`config.mk`:
```
export PLATFORM = sky130hd
export DESIGN_NAME = mac_result_sink
export DESIGN_NICKNAME = d
export VERILOG_FILES = /design/src/rtl/mac_result_sink.sv
export SDC_FILE = /design/constraint.sdc
export NUM_CORES = 1
export LEC_CHECK = 0
export ABC_CLOCK_PERIOD_IN_PS = 4600
export BUFFER_PORTS_ARGS = -buffer_cell sky130_fd_sc_hd__buf_2
export CORE_AREA = 2 2 184 186
export CTS_CLUSTER_DIAMETER = 150
export DETAILED_ROUTE_END_ITERATION = 16
export DIE_AREA = 0 0 186 188
export SYNTH_ARGS = -nofsm -noshare
export SYNTH_HDL_FRONTEND = slang
export SYNTH_SLANG_ARGS = --single-unit
```
`constraint.sdc`:
```
create_clock -name clk -period 4.6 [get_ports clk]
set_clock_uncertainty 0.2 [all_clocks]
set_input_delay 0.92 -clock clk [delete_from_list [all_inputs] [get_ports clk]]
set_output_delay 0.92 -clock clk [all_outputs]
set_load 0.1 [all_outputs]
```
`src/rtl/mac_result_sink.sv`:
```
// Collects MAC results into per-block sums, folds every accepted result into a signature and counts a run.
// Define MAC_SINK_MISR_EN to use a CRC-32 style MISR for the signature; by default it is an XOR fold.
module mac_result_sink #(
    parameter int unsigned WIDTH      = 32,
    parameter int unsigned BLOCK_LEN  = 16,
    parameter int unsigned NUM_BLOCKS = 100
) (
    input  logic             clk,
    input  logic             rst_n,
    input  logic             start,
    input  logic             in_valid,
    output logic             in_ready,
    input  logic [WIDTH-1:0] in_data,
    output logic             blk_valid,
    input  logic             blk_ready,
    output logic [WIDTH-1:0] blk_data,
    output logic [WIDTH-1:0] signature,
    output logic [31:0]      sample_count,
    output logic [15:0]      block_count,
    output logic             done
);

    localparam int unsigned     BEAT_W        = (BLOCK_LEN > 1) ? $clog2(BLOCK_LEN) : 1;
    localparam logic [BEAT_W-1:0] BEAT_LAST   = BEAT_W'(BLOCK_LEN - 1);
    localparam logic [15:0]     BLOCKS_TARGET = 16'(NUM_BLOCKS);
    localparam logic [31:0]     POLY          = 32'h04C11DB7;
    localparam logic [WIDTH-1:0] POLY_W       = WIDTH'(POLY);

    typedef enum logic [1:0] {
        ST_IDLE = 2'd0,
        ST_RUN  = 2'd1,
        ST_DONE = 2'd2
    } state_t;

    state_t             state;
    state_t             state_next;
    logic [WIDTH-1:0]   acc;
    logic [BEAT_W-1:0]  beat;
    logic [WIDTH-1:0]   sig_next;
    logic               xfer;
    logic               last_beat;
    logic               blk_accept;

    // State register
    always_ff @(posedge clk or negedge rst_n) begin
        if (!rst_n) begin
            state <= ST_IDLE;
        end else begin
            state <= state_next;
        end
    end

    // Handshakes and next-state decode
    always_comb begin
        state_next = state;
        in_ready   = (state == ST_RUN) && (!blk_valid || blk_ready);
        xfer       = in_valid && in_ready;
        last_beat  = xfer && (beat == BEAT_LAST);
        blk_accept = blk_valid && blk_ready;
        case (state)
            ST_IDLE, ST_DONE: begin
                if (start) begin
                    state_next = ST_RUN;
                end
            end
            ST_RUN: begin
                // Finish only once the final block sum has left the output register
                if (blk_accept && !last_beat && (block_count >= BLOCKS_TARGET)) begin
                    state_next = ST_DONE;
                end
            end
            default: state_next = ST_IDLE;
        endcase
    end

    // Signature update for one accepted result
    always_comb begin
`ifdef MAC_SINK_MISR_EN
        sig_next = {signature[WIDTH-2:0], 1'b0} ^ in_data ^ (signature[WIDTH-1] ? POLY_W : '0);
`else
        sig_next = signature ^ in_data;
`endif
    end

    // Accumulator, block output register and run counters
    always_ff @(posedge clk or negedge rst_n) begin
        if (!rst_n) begin
            acc          <= '0;
            beat         <= '0;
            blk_valid    <= 1'b0;
            blk_data     <= '0;
            signature    <= '0;
            sample_count <= '0;
            block_count  <= '0;
            done         <= 1'b0;
        end else begin
            done <= (state_next == ST_DONE);
            if ((state != ST_RUN) && start) begin
                acc          <= '0;
                beat         <= '0;
                blk_valid    <= 1'b0;
                signature    <= '0;
                sample_count <= '0;
                block_count  <= '0;
            end else if (xfer) begin
                signature <= sig_next;
                if (sample_count != '1) begin
                    sample_count <= sample_count + 32'd1;
                end
                if (last_beat) begin
                    // A completing block overwrites a sum accepted on this same edge
                    acc       <= '0;
                    beat      <= '0;
                    blk_valid <= 1'b1;
                    blk_data  <= acc + in_data;
                    if (block_count != '1) begin
                        block_count <= block_count + 16'd1;
                    end
                end else begin
                    acc  <= acc + in_data;
                    beat <= beat + BEAT_W'(1);
                    if (blk_accept) begin
                        blk_valid <= 1'b0;
                    end
                end
            end else if (blk_accept) begin
                blk_valid <= 1'b0;
            end
        end
    end

endmodule
```
==> out/summary.md <==
The flow ran to the end, and the final reports show no timing, DRC or antenna violations. Sorting the synthesized cells by how often they occur yields 152 x dfrtp_1, 89 x nor2_1, 76 x nand2_1. The run gives 59 as the number of distinct library cells after synthesis. The count of buffers added by post-CTS timing repair for setup came out at 0. The global placer's final weighted congestion was 0.737; the post-detailed-placement half-perimeter wirelength was 15.1 mm. The hold buffer count at cts was 0; the number of H-tree branching levels was 4. The shortest period the worst path allows is 3.48 ns, and the cell area after synthesis is 8130 sq um. The logs give 0.00490 uW for the standby leakage power and 0 for the post-cts resize count. At the worst endpoint, the arrival time is 3.61 ns.

TritonCTS built the clock tree. The count of nets left with antenna violations once routing finished came out at 0. The tools report the synthesis warning total as 0.

The final number of hold-violating endpoints is 0, and the number of buffers created by CTS is 17. The maximum vdd ir drop came out at 500 uV. In the post-synthesis netlist, the biggest area contributors are dfrtp_1 47%, xor2_1 7.3%, ha_1 5.4%, mux2_2 4.3%, nor2_1 4.1%. The global-route wire length before repair came out at 34.5 mm. In the synthesized netlist the dominant register cell turns out to be dfrtp_1. The routed layout has 6,406 vias. From synthesis to final layout, the design area changed by 22.8%. The path with the worst hold slack has its endpoint at blk_data[31]$_DFFE_PN0P_. The worst register-to-register path begins at acc[0]$_DFFE_PN0P_. The final period utilization is 75.6%, and the ratio of cells with drive above 1 in the final layout is 25.4%.

After detailed routing, the average wire length per cell comes to 15.1 um. The repair_antennas step left the layout with diodes totalling 0. Timing would allow up to 0.288 GHz. STA puts the critical path data required time at 4.73 ns. From left edge to right edge, the die measures 186 um. Counting every sink on the clock net gives 152.

Summed over all failing endpoints, the final setup total negative slack is 0 ns. After filler insertion, the fill cell instance count of the layout stands at 3,493. The tools report the length of the first detailed-routing pass in iterations as 5.

The clock insertion delay at the later pin of the skew report came out at 0.44 ns. The run gives 801 as the number of cells produced by synthesis. The type of the most critical hold path was reg2reg.

Via count of the first global-routing pass: 6,364. Counting cells, the worst reg-to-reg path comes to 13. The tightest hold path in the finished design has a slack of 0.291 ns. The count of final max-slew check failures is 0, and the global-route congestion overflow total is 0. The core region is 33,100 sq um. For the headroom to the max-slew limit, the log shows 30.9%. In this run, synthesis inferred 0 flip-flops with an integrated enable. The tools report the endpoint of the most critical register-to-register path as blk_data[26]$_DFFE_PN0P_.

The startpoint identified for the worst hold timing path is blk_data[31]$_DFFE_PN0P_. Entering global routing, the biggest net connects 108 pins. Utilization of the core after routing: 30.1%. Setup repair after global routing left no endpoint under its margin.

The critical path class is in2reg. The initialized floorplan defines 67 standard-cell rows. For this block, the routed nets add up to 21.3 mm of wire. The share of the synthesized area in the top cell type was 46.8%. Across all register-to-register paths, the minimum setup slack is 1.35 ns. The number of max-cap violations was 0; the ratio of routed vias to standard cells was 4.55. The count of input and output buffers was 151; the clock input transition at the sequential cells of the worst setup and hold paths was 0.07 ns.

The area taken by multi-input logic gates was 4150 sq um. The number of nets in the synthesized netlist is 874. The worst hold path was traced through 2 stages. The pin slew with the least headroom to its limit is 1.04 ns, and the post-synthesis sequential element count is 152. dfrtp_1 takes more of the synthesized area than any other cell.

Nature of the critical path endpoint: a flip-flop. The number of setup violations in the final report was 0. The tree is rooted in a clkbuf_16. In this run the mean area of a mapped cell was 10.1 sq um. The initial antenna violation count is 0. The layout net count came out at 1,020. The storage element area is 3800 sq um, and the post-synthesis sequential area ratio is 46.8%. Along the worst path, the maximum fanout reaches 3. The number of ports placed on the die boundary was 152. Maximum number of buffers from clock root to sink: 2. The starting utilization of the core area is 24.5%, and the DRC violation count after routing is 0. The worst setup path is launched from an input port. The number of DRC violations after detailed-routing iteration 0 was 207. By instance count, the leading cell after synthesis is dfrtp_1. Power spread over the standard cell area amounts to 808 nW/um^2.

The logs give 12.6% for the combined global-route utilization of all metal layers and 35,000 sq um for the total die area. The height of the chip was 188 um. Share of flip-flops with an asynchronous set or reset: 100%.
stage by stage:
| step | instances | total power [uW] | area [sq um] | worst slack, ns |
|---|---|---|---|---|
| after floorplan | 801 | 5850 | 8130 | 0.806 |
| after CTS | 1407 | 8170 | 9980 | 1.16 |
| after global routing | 1407 | 8550 | 9980 | 0.861 |
| after detailed placement | 1376 | 6700 | 9410 | 0.700 |
| after global placement | 1376 | 6660 | 9410 | 0.709 |
| final | 1407 | 8070 | 9980 | 1.12 |
worst max-delay path, stage by stage:
cell,delay [ns]
buf_2,0.09
ha_1,0.19
inv_1,0.07
fa_1,0.40
nor2b_1,0.18
o2111ai_1,0.17
a31oi_1,0.18
buf_4,0.15
a21oi_1,0.10
nor4b_1,0.40
nand2b_1,0.22
a31oi_1,0.11
xnor2_1,0.16
mux2_2,0.27
power by group:
group          leakage [uW]  total (uW)  switching [uW]  internal [uW]
combinational       0.00270        4570            3410           1160
clock              0.000272        1410             598            810
sequential          0.00193        2090             306           1790
total               0.00490        8070            4320           3750
cell usage in the layout (no fill, tap or decap), types with 3 or more instances in the layout:
master / Yosys / layout
a21oi_1: 35 / 35
xor2_1: 68 / 68
a221oi_2: 3 / 3
a21o_1: 17 / 17
nor2_1: 89 / 88
nand2b_1: 5 / 5
clkinvlp_4: 0 / 3
buf_4: 0 / 8
and2_1: 5 / 4
a21oi_2: 5 / 5
nor3_1: 7 / 7
and4_1: 4 / 4
nand3_1: 26 / 26
nor2b_1: 6 / 6
dfrtp_1: 152 / 152
buf_2: 4 / 150
o21ai_0: 31 / 31
inv_1: 15 / 15
clkbuf_16: 0 / 17
and3_1: 17 / 17
a31oi_1: 7 / 7
nand2_1: 76 / 76
a22o_1: 31 / 31
o21a_1: 3 / 3
ha_1: 35 / 35
clkinv_2: 0 / 3
xnor2_1: 31 / 31
nand4_1: 19 / 19
mux2_2: 31 / 31
or3_1: 12 / 12
cell families (layout without fill, tap and decap cells):
| family | count (synthesis) | after routing | synth area share (%) |
|---|---|---|---|
| multiplexers | 32 | 32 | 4.42 |
| buffers and inverters | 48 | 206 | 2.28 |
| flip-flops | 152 | 152 | 46.8 |
| AO/OA/AOI/OAI | 156 | 156 | 13.6 |
| AND/OR/NAND/NOR | 278 | 278 | 16.6 |
| adder cells (fa/ha/maj) | 36 | 36 | 5.63 |
| XOR/XNOR | 99 | 99 | 10.7 |
registers in the layout, summed over array words and instances (netlist names):
signal,count
signature,32
state,2
beat,4
done,1
blk_valid,1
sample_count,32
acc,32
block_count,16
blk_data,32
how the worst max path moves through the flow:
stage,end,slack (ns),start,depth (start not counted)
floorplan,sample_count[10]$_DFFE_PN0P_,0.81,blk_valid$_DFF_PN0_,7
global placement,blk_data[26]$_DFFE_PN0P_,0.71,in_data[0],14
detailed placement,blk_data[26]$_DFFE_PN0P_,0.70,in_data[0],14
CTS,blk_data[26]$_DFFE_PN0P_,1.16,in_data[0],14
global route,blk_data[28]$_DFFE_PN0P_,0.86,in_data[0],14
finish,blk_data[26]$_DFFE_PN0P_,1.12,in_data[0],14
layer usage:
metal	share of wire (%)	vias up	track usage, %
met1	48	3133	16.8
li1	-	3108	-
met3	4.5	19	2.85
met4	1.3	0	3.91
met5	0	-	0
met2	46	146	20.1
final cells by class:
class                      instances  area share, %
tap                              448           5.62
clock inverter                    11           1.24
timing repair buffer             160           8.44
multi-input combinational        601           41.6
inverter                          15          0.564
clock buffer                      20           4.47
sequential                       152           38.1
(Power assumes the default switching activity.)
